$ cat src/rtl/swrite_sink_engine.sv
// swrite_sink_engine: target-side SRIO request sink. SWRITE payloads are buffered
// and written to memory over AXI in bursts; DOORBELLs latch their info field,
// return a DONE response on tresp and raise a one-cycle irq.
// Ports: aclk/areset (async, active-high); s_axis_treq_* request stream in;
// m_axis_tresp_* response stream out; m_axi_aw*/w*/b* AXI write master;
// swrite_done/db_irq pulses; db_info last doorbell info; err_cnt saturating errors.
// Latency: AW asserted the cycle after payload tlast; IDLE the cycle after B.
// Backpressure: one packet in flight; treq_tready is low while AW/W/B/RESP are busy.
module swrite_sink_engine #(
  parameter int MAX_BURST = 16,  // AXI beats per AW burst (power of 2, <= 32)
  parameter int PKT_BEATS = 32   // payload buffer depth in 64-bit beats
) (
  input  logic        aclk,
  input  logic        areset,
  // SRIO target request stream
  input  logic        s_axis_treq_tvalid,
  output logic        s_axis_treq_tready,
  input  logic [63:0] s_axis_treq_tdata,
  input  logic [7:0]  s_axis_treq_tkeep,
  input  logic        s_axis_treq_tlast,
  // SRIO target response stream
  output logic        m_axis_tresp_tvalid,
  input  logic        m_axis_tresp_tready,
  output logic [63:0] m_axis_tresp_tdata,
  output logic        m_axis_tresp_tlast,
  // AXI write master
  output logic [31:0] m_axi_awaddr,
  output logic [7:0]  m_axi_awlen,
  output logic        m_axi_awvalid,
  input  logic        m_axi_awready,
  output logic [63:0] m_axi_wdata,
  output logic [7:0]  m_axi_wstrb,
  output logic        m_axi_wlast,
  output logic        m_axi_wvalid,
  input  logic        m_axi_wready,
  input  logic [1:0]  m_axi_bresp,
  input  logic        m_axi_bvalid,
  output logic        m_axi_bready,
  // status
  output logic        swrite_done,
  output logic        db_irq,
  output logic [15:0] db_info,
  output logic [7:0]  err_cnt
);

  localparam int CW  = $clog2(PKT_BEATS + 1);                     // beat counter width
  localparam int IW  = (PKT_BEATS > 1) ? $clog2(PKT_BEATS) : 1;   // buffer index width
  localparam logic [7:0] FT_SWRITE   = 8'h60;
  localparam logic [7:0] FT_DOORBELL = 8'hA0;

  typedef enum logic [2:0] {
    S_IDLE,
    S_RECV,
    S_AW,
    S_W,
    S_B,
    S_RESP,
    S_DROP
  } state_t;

  state_t r_state;
  state_t w_state_nxt;

  // latched header
  logic [7:0]  r_tid;
  logic [1:0]  r_prio;
  logic        r_crf;
  logic [31:0] r_addr;
  logic [15:0] r_info;

  // payload bookkeeping
  logic [CW-1:0] r_beat_cnt;   // beats stored in the buffer
  logic [CW-1:0] r_rd_ptr;     // beats already sent on W
  logic [7:0]    r_burst_cnt;  // beat index inside current burst
  logic [7:0]    r_burst_len;  // awlen of current burst
  logic [71:0]   r_buf [PKT_BEATS];

  logic        r_done;
  logic        r_irq;
  logic [15:0] r_db_info;
  logic [7:0]  r_err_cnt;

  // control decode
  logic          w_treq_hs;
  logic          w_aw_hs;
  logic          w_w_hs;
  logic [7:0]    w_ftype;
  logic          w_hdr_ld;
  logic          w_buf_wr;
  logic          w_err_inc;
  logic          w_done_set;
  logic          w_irq_set;
  logic [CW-1:0] w_remain;
  logic [7:0]    w_awlen;
  logic [1:0]    w_prio_rsp;
  logic [71:0]   w_rd_entry;
  logic          w_unused;

  // SRIO payload is big-endian on the wire; AXI memory is little-endian.
  function automatic logic [63:0] f_bswap(input logic [63:0] d);
    logic [63:0] r;
    for (int i = 0; i < 8; i++) begin
      r[8*i +: 8] = d[8*(7-i) +: 8];
    end
    return r;
  endfunction

  function automatic logic [7:0] f_brev(input logic [7:0] k);
    logic [7:0] r;
    for (int i = 0; i < 8; i++) begin
      r[i] = k[7-i];
    end
    return r;
  endfunction

  assign w_ftype   = s_axis_treq_tdata[55:48];
  assign w_treq_hs = s_axis_treq_tvalid && s_axis_treq_tready;
  assign w_aw_hs   = m_axi_awvalid && m_axi_awready;
  assign w_w_hs    = m_axi_wvalid && m_axi_wready;

  // Burst sizing: whatever is left in the buffer, capped at MAX_BURST.
  assign w_remain = r_beat_cnt - r_rd_ptr;
  assign w_awlen  = (w_remain > CW'(MAX_BURST)) ? 8'(MAX_BURST - 1)
                                                : (8'(w_remain) - 8'd1);

  // Response priority is one above the request, saturating at 3.
  assign w_prio_rsp = (r_prio == 2'd3) ? 2'd3 : (r_prio + 2'd1);

  assign w_rd_entry = r_buf[r_rd_ptr[IW-1:0]];

  // Header bits not carried into any decision.
  assign w_unused = ^{s_axis_treq_tdata[47], s_axis_treq_tdata[43:32], r_addr[2:0]};

  // ---------------------------------------------------------------------------
  // FSM next-state and strobes
  // ---------------------------------------------------------------------------
  always_comb begin
    w_state_nxt = r_state;
    w_hdr_ld    = 1'b0;
    w_buf_wr    = 1'b0;
    w_err_inc   = 1'b0;
    w_done_set  = 1'b0;
    w_irq_set   = 1'b0;
    unique case (r_state)
      S_IDLE: begin
        if (w_treq_hs) begin
          w_hdr_ld = 1'b1;
          if (w_ftype == FT_SWRITE) begin
            // a header-only SWRITE carries nothing to write
            w_state_nxt = s_axis_treq_tlast ? S_IDLE : S_RECV;
          end else if (w_ftype == FT_DOORBELL) begin
            w_state_nxt = s_axis_treq_tlast ? S_RESP : S_DROP;
          end else begin
            w_err_inc   = 1'b1;
            // header-only bad packet is already fully consumed
            w_state_nxt = s_axis_treq_tlast ? S_IDLE : S_DROP;
          end
        end
      end
      S_RECV: begin
        if (w_treq_hs) begin
          if (r_beat_cnt == CW'(PKT_BEATS)) begin
            // buffer full and more payload arriving: discard the packet
            w_err_inc   = 1'b1;
            w_state_nxt = s_axis_treq_tlast ? S_IDLE : S_DROP;
          end else begin
            w_buf_wr = 1'b1;
            if (s_axis_treq_tlast) begin
              w_state_nxt = S_AW;
            end
          end
        end
      end
      S_AW: begin
        if (w_aw_hs) begin
          w_state_nxt = S_W;
        end
      end
      S_W: begin
        if (w_w_hs && m_axi_wlast) begin
          w_state_nxt = S_B;
        end
      end
      S_B: begin
        if (m_axi_bvalid) begin
          w_err_inc = (m_axi_bresp != 2'b00);
          if (r_rd_ptr == r_beat_cnt) begin
            w_done_set  = 1'b1;
            w_state_nxt = S_IDLE;
          end else begin
            w_state_nxt = S_AW;
          end
        end
      end
      S_RESP: begin
        if (m_axis_tresp_tready) begin
          w_irq_set   = 1'b1;
          w_state_nxt = S_IDLE;
        end
      end
      S_DROP: begin
        if (w_treq_hs && s_axis_treq_tlast) begin
          w_state_nxt = S_IDLE;
        end
      end
      default: w_state_nxt = S_IDLE;
    endcase
  end

  always_ff @(posedge aclk or posedge areset) begin
    if (areset) begin
      r_state <= S_IDLE;
    end else begin
      r_state <= w_state_nxt;
    end
  end

  // ---------------------------------------------------------------------------
  // Datapath registers
  // ---------------------------------------------------------------------------
  always_ff @(posedge aclk or posedge areset) begin
    if (areset) begin
      r_tid       <= '0;
      r_prio      <= '0;
      r_crf       <= 1'b0;
      r_addr      <= '0;
      r_info      <= '0;
      r_beat_cnt  <= '0;
      r_rd_ptr    <= '0;
      r_burst_cnt <= '0;
      r_burst_len <= '0;
    end else begin
      if (w_hdr_ld) begin
        r_tid      <= s_axis_treq_tdata[63:56];
        r_prio     <= s_axis_treq_tdata[46:45];
        r_crf      <= s_axis_treq_tdata[44];
        r_addr     <= s_axis_treq_tdata[31:0];
        r_info     <= s_axis_treq_tdata[31:16];
        r_beat_cnt <= '0;
        r_rd_ptr   <= '0;
      end else if (w_buf_wr) begin
        r_beat_cnt <= r_beat_cnt + 1'b1;
      end
      if (w_aw_hs) begin
        r_burst_cnt <= '0;
        r_burst_len <= w_awlen;
      end else if (w_w_hs) begin
        r_burst_cnt <= r_burst_cnt + 8'd1;
      end
      if (w_w_hs) begin
        r_rd_ptr <= r_rd_ptr + 1'b1;
      end
    end
  end

  // Payload buffer: storage only, validity is tracked by r_beat_cnt.
  always_ff @(posedge aclk) begin
    if (w_buf_wr) begin
      r_buf[r_beat_cnt[IW-1:0]] <= {f_bswap(s_axis_treq_tdata), f_brev(s_axis_treq_tkeep)};
    end
  end

  always_ff @(posedge aclk or posedge areset) begin
    if (areset) begin
      r_done    <= 1'b0;
      r_irq     <= 1'b0;
      r_db_info <= '0;
      r_err_cnt <= '0;
    end else begin
      r_done <= w_done_set;
      r_irq  <= w_irq_set;
      if (w_irq_set) begin
        r_db_info <= r_info;
      end
      if (w_err_inc && (r_err_cnt != 8'hFF)) begin
        r_err_cnt <= r_err_cnt + 8'd1;
      end
    end
  end

  // ---------------------------------------------------------------------------
  // Outputs
  // ---------------------------------------------------------------------------
  // tready is also gated by areset so it reads 0 while reset is held.
  assign s_axis_treq_tready = !areset &&
                              ((r_state == S_IDLE) || (r_state == S_RECV) || (r_state == S_DROP));

  assign m_axis_tresp_tvalid = (r_state == S_RESP);
  assign m_axis_tresp_tlast  = (r_state == S_RESP);
  assign m_axis_tresp_tdata  = {r_tid, 8'hD0, 1'b0, w_prio_rsp, r_crf, 44'd0};

  assign m_axi_awvalid = (r_state == S_AW);
  assign m_axi_awaddr  = {r_addr[31:3], 3'b000} + 32'({r_rd_ptr, 3'b000});
  assign m_axi_awlen   = w_awlen;

  assign m_axi_wvalid = (r_state == S_W);
  assign m_axi_wdata  = w_rd_entry[71:8];
  assign m_axi_wstrb  = w_rd_entry[7:0];
  assign m_axi_wlast  = (r_burst_cnt == r_burst_len);

  assign m_axi_bready = (r_state == S_B);

  assign swrite_done = r_done;
  assign db_irq      = r_irq;
  assign db_info     = r_db_info;
  assign err_cnt     = r_err_cnt;

endmodule

$ cat config.mk
export PLATFORM = sky130hd
export DESIGN_NAME = swrite_sink_engine
export DESIGN_NICKNAME = d
export VERILOG_FILES = /design/src/rtl/swrite_sink_engine.sv
export SDC_FILE = /design/constraint.sdc
export NUM_CORES = 2
export LEC_CHECK = 0
export BUFFER_PORTS_ARGS = -buffer_cell sky130_fd_sc_hd__buf_2
export CORE_ASPECT_RATIO = 0.7
export CORE_UTILIZATION = 66
export DETAILED_ROUTE_END_ITERATION = 12
export PLACE_DENSITY = 0.82
export SLEW_MARGIN = 20
export SYNTH_ARGS = -nofsm -noshare
export SYNTH_HDL_FRONTEND = slang
export SYNTH_SLANG_ARGS = --single-unit
$ cat constraint.sdc
create_clock -name aclk -period 13.3 [get_ports aclk]
set_clock_uncertainty 0.05 [all_clocks]
set_input_delay 3.325 -clock aclk [delete_from_list [all_inputs] [get_ports aclk]]
set_output_delay 3.325 -clock aclk [all_outputs]
set_load 0.02 [all_outputs]
# Word-level counts from Yosys, hierarchy flattened
# Memory sizes are Yosys's and may differ from the RTL's.
# Cells that the tools add are included.
# classes
n_addsub	8
multipliers	0
n_div	0
order_cmp	1
eq_ne	21
shift	0
n_mux	43
bitwise	0
reduce_logical	16
# ops
op	n
3-bit 2-to-1 mux	12
32-bit by 9-bit adder with 32-bit output	1
6-bit 2-to-1 mux	4
8-bit 2-to-1 mux	3
3-bit one-hot mux with 7 select lines	1
1-bit 2-to-1 mux	19
8-bit by 1-bit adder with 8-bit output (second input constant)	2
6-bit by 1-bit adder with 6-bit output (second input constant)	2
2-bit inequality test (second input constant)	5
3-bit == test (second input constant)	3
8-bit by 7-bit == test with 1-bit output (second input constant)	1
8-bit == test	1
8-bit == test (second input constant)	1
8-bit inequality test (second input constant)	1
8-bit AND reduction	1
2-bit nonzero test	4
1-bit logical AND	7
6-bit by 1-bit subtractor with 7-bit output (second input constant)	1
3-bit by 2-bit == test with 1-bit output (second input constant)	2
6-bit == test	1
6-bit == test (second input constant)	1
6-bit by 5-bit greater-than comparator with 1-bit output (second input constant)	1
2-bit 2-to-1 mux	3
6-bit subtractor	1
9 further kinds	11
# word_totals
regBits	116
latch_bits	0
ram_bits	2304
mem_bits_ro	0
input_bits	82
out_inout_bits	209
wordCells	104
n_memories	1
# mem_list
name	words	word_bits	read_ports	rd_ports_with_merged_regs	wr	line_no	text
r_buf	32	72	1	0	1	76	logic [71:0] r_buf [PKT_BEATS];

# Longest topological paths before layout
# depth
word_depth	9
depth_mapped	13
mapped_depth_nobuf	9

# Least setup slack after synthesis
# OpenSTA, ideal clock, no wires.
# synth_timing
path_type	input-to-reg
start	in areset
end	mem r_buf[31][0] (enable)
setup_time_ns	0.503
t_arrival_ns	9.357
required_ns	12.747
setup_slack_ns	3.390
stages	6
n_path_buf	1
path_cell_list	inv_1 > nand3b_1 > nor2_1 > nand2_1 > buf_2 > nor2_1
# synth_between
elab_chain_len	7
# synth_lines
item	line_no	text
start, declared	14	input logic areset,
1-bit zero test	285	assign s_axis_treq_tready = !areset &&
1-bit logical AND	285	
1-bit logical AND	117	assign w_treq_hs = s_axis_treq_tvalid && s_axis_treq_tready;
1-bit 2-to-1 mux	161	if (w_treq_hs) begin
1-bit 2-to-1 mux	144	unique case (r_state)
1-bit 2-to-1 mux	258	if (w_buf_wr) begin
1-bit 2-to-1 mux (implied by the code)	259	r_buf[r_beat_cnt[IW-1:0]] <= {f_bswap(s_axis_treq_tdata), f_brev(s_axis_treq_tkeep)};
end, declared	76	
# No other way between the ends.

# Final worst setup path
# layout_timing
start	reg r_rd_ptr[0]
end	out m_axi_wstrb[1]
# layout_between
elab_chain_len	1
# layout_lines
item	line_no	text
start, declared	73	logic [CW-1:0] r_rd_ptr;
start signal, assigned	251	r_rd_ptr <= r_rd_ptr + 1'b1;
memory 32 x 72 bit	n/a	
end, declared	32	output logic [7:0] m_axi_wstrb,
# No other way between the ends.

==> results.sh <==
export IMPL_combPwrFrac_pct=14.8
export IMPL_rsz0062_at_grt="false"
export IMPL_drc_errors=28
export IMPL_num_vias=47595
export IMPL_ant_nets=0
export IMPL_hold_depth=2
export IMPL_violations="DRC"
export IMPL_num_io_pins=291
export IMPL_yosysTopAreaCellShare_pct=74.3
export IMPL_yosysUniqueCellTypes=55
export IMPL_synth_edf_count=2304
export IMPL_relSlewSlack_pct=13.7
export IMPL_nets=4588
export IMPL_p_int_w=0.0129
export IMPL_power_switching_w=0.00444
export IMPL_drt_iter0_drc=7617
export IMPL_vdd_drop_max_mv=0.178
export IMPL_synthesis_instances=4169
export IMPL_hold_end="db_info[1]"
export IMPL_synth_seq_cells=2400
export IMPL_post_cts_resize_count=0
export IMPL_start_util_pct=67.0
export IMPL_first_global_vias=48196
export IMPL_critPathLaunchType="flop"
export IMPL_avgRoutedWirePerCell_um=38.3
export IMPL_dieArea_um2=143000
export IMPL_r2r_end="r_buf[9][8]"
export IMPL_clk_pin_slew_worst_paths_ns=0.07
export IMPL_setup_viol=0
export IMPL_crit_type="reg -> out"
export IMPL_worst_slack_ns=4.84
export IMPL_hpwl_um=118000
export IMPL_die_height_um=316
export IMPL_power_density_nw_per_um2=168
export IMPL_coreArea_um2=139000
export IMPL_postSynthAreaPerCell_um2=22.3
export IMPL_drive_gt1_share_pct=30.1
export IMPL_grt_max_degree=158
export IMPL_tightestPinTransition_ns=1.29
export IMPL_outcome="finished with violations"
export IMPL_place_gp_congestion=0.822
export IMPL_cts_hold_buf=0
export IMPL_h_tree_depth=4
export IMPL_post_route_period_util_pct=63.6
export IMPL_hp_class="reg -> reg"
export IMPL_die_w_um=451
export IMPL_r2r_setup_slack_ns=8.00
export IMPL_cts_tree="done"
export IMPL_area_growth_pct=10.9
export IMPL_rows=114
export IMPL_grt_overflow=0
export IMPL_slowest_stage="dfrtp_4"
export IMPL_cts_root_buf="clkbuf_16"
export IMPL_yosys_cell_count_top_type="edfxtp_1"
export IMPL_cp_arrival_ns=5.09
export IMPL_p_clk_share_pct=35.5
export IMPL_syn_area_um2=93200
export IMPL_r2r_start="r_beat_cnt[2]"
export IMPL_routed_wl_um=249000
export IMPL_path_cells="buf_12 -> buf_4 -> mux4_2 -> mux4_2 -> nand2_1 -> nand2_1 -> buf_2"
export IMPL_max_clock_freq_mhz=118
export IMPL_worst_hold_slack_ns=0.420
export IMPL_dr_pass1_iters=10
export IMPL_ys_top_cells_by_area="edfxtp_1 74%, mux4_2 17%, dfrtp_1 2.6%"
export IMPL_drv_slew=0
export IMPL_fill_cells=6980
export IMPL_multiInputGateArea_um2=20600
export IMPL_p_seq_share_pct=49.7
export IMPL_post_cts_buffers=0
export IMPL_synth_ff_type="edfxtp_1"
export IMPL_min_delay_start="db_info[1]"
export IMPL_synth_seq_area_share_pct=76.8
export IMPL_cpPeakStageDelay_ns=0.93
export IMPL_end_kind="output port"
export IMPL_grt_first_pass_wirelength_um=351000
export IMPL_dp_slack_ns=5.37
export IMPL_period_needed_ns=8.46
export IMPL_clockBufferDepth=3
export IMPL_crit_fanout=105
export IMPL_power_leakage_nw=33.0
export IMPL_portBuffers=234
export IMPL_r2r_worst_path_cells=7
export IMPL_yosys_warnings=0
export IMPL_antenna_found_initial=18
export IMPL_yosys_top_cells_count="2304 x edfxtp_1, 690 x mux4_2, 320 x nand2_1"
export IMPL_cap_violations=0
export IMPL_sw_frac_of_total_pct=25.6
export IMPL_fin_tns_setup_ns=0
export IMPL_power_total_w=0.0173
export IMPL_cts_buffers=202
export IMPL_numClockSinks=2400
export IMPL_drt_vias_per_instance=7.30
export IMPL_finalHoldViolCount=0
export IMPL_critPathRequiredTime_ns=9.93
export IMPL_clk_latency_ns=0.84
export IMPL_regArea_um2=71600
export IMPL_grt_usage_pct=35.6
export IMPL_yosysTopAreaCell="edfxtp_1"
export IMPL_async_flop_share_pct=4.00
-- area by class of cell --
| type | count | area share [%] |
|---|---|---|
| sequential | 2400 | 69.3 |
| clock buffer | 258 | 5.26 |
| antenna | 5 | 0.0121 |
| multi-input combinational | 1533 | 19.9 |
| timing repair buffer | 323 | 1.87 |
| inverter | 24 | 0.0993 |
| tap | 1856 | 2.25 |
| clock inverter | 119 | 1.29 |
-- cell usage in the layout (no fill, tap or decap), drive strengths merged, types with 19 or more instances in the layout --
cell / instances
edfxtp: 2304
mux4: 690
buf: 323
nand2: 320
clkbuf: 258
dfrtp: 96
nor2: 93
clkinv: 84
conb: 56
mux2: 46
mux2i: 39
xnor2: 37
o21ai: 33
a21oi: 31
inv: 30
nand3: 27
bufinv: 25
and3: 21
ha: 20
nand4: 19
-- layer usage --
layer / vias to the layer above / part of all wire [%] / wire [um] / GRT usage (%)
met2: 4370 / 49 / 122000 / 57.4
met4: 10 / 5.2 / 12900 / 16.7
met5: - / 0.027 / 68 / 0
met1: 24638 / 33 / 83100 / 47.2
met3: 748 / 12 / 31000 / 8.13
li1: 17829 / - / - / -
-- worst max-delay path by stage --
| stage | startpoint | end | slack, ns | cells after the start |
|---|---|---|---|---|
| floorplan | areset | r_buf[31][0] | 3.39 | 6 |
| global placement | areset | r_buf[9][2] | 5.51 | 8 |
| detailed placement | areset | r_buf[9][6] | 5.37 | 8 |
| CTS | r_rd_ptr[0] | m_axi_wdata[62] | 4.73 | 7 |
| global route | r_rd_ptr[0] | m_axi_wdata[50] | 4.57 | 7 |
| finish | r_rd_ptr[0] | m_axi_wstrb[1] | 4.84 | 7 |
-- sequential cells by signal, summed over array words and instances, names as in the netlist, 2 cells and up --
signal and count:
db_info 16, err_cnt 8, r_addr 29, r_beat_cnt 6, r_buf 2304, r_burst_cnt 8, r_burst_len 7, r_prio 2
r_rd_ptr 6, r_state 3, r_tid 8
-- worst max-delay path, delay by kind of cell, from the launching register on --
| family | cells | cell delay [ns] |
|---|---|---|
| multiplexers | 2 | 1.14 |
| flip-flops | 1 | 0.93 |
| AND/OR/NAND/NOR | 2 | 0.35 |
| buffers and inverters | 3 | 1.67 |
-- cells by family after synthesis --
kind of cell             count (synthesis)  synth area share [%]
flip-flops                            2400                  76.8
multiplexers                           775                  17.7
AND/OR/NAND/NOR                        526                  2.41
buffers and inverters                  290                  1.59
AO/OA/AOI/OAI                           99                 0.670
XOR/XNOR                                55                 0.517
adder cells (fa/ha/maj)                 22                 0.312
other                                    2               0.00806
-- power groups by stage --
stage | Clock [W] | Sequential [W] | Combinational [W]
3_3_place_gp | 0 | 0.00874 | 0.00245
5_1_grt | 0.00645 | 0.00861 | 0.00271
3_5_place_dp | 0 | 0.00875 | 0.00250
4_1_cts | 0.00619 | 0.00860 | 0.00258
2_1_floorplan | 0 | 0.00871 | 0.00178
6_report | 0.00616 | 0.00861 | 0.00256
-- stage by stage --
stage	area, um2	util (%)	instances
detailed placement	96500	69.4	6136
finish	103000	74.3	6518
global route	103000	74.3	6516
global placement	96500	69.4	6136
CTS	103000	74.3	6513
floorplan	93400	-	4223
Note: power is estimated with default switching activity, not from simulation.
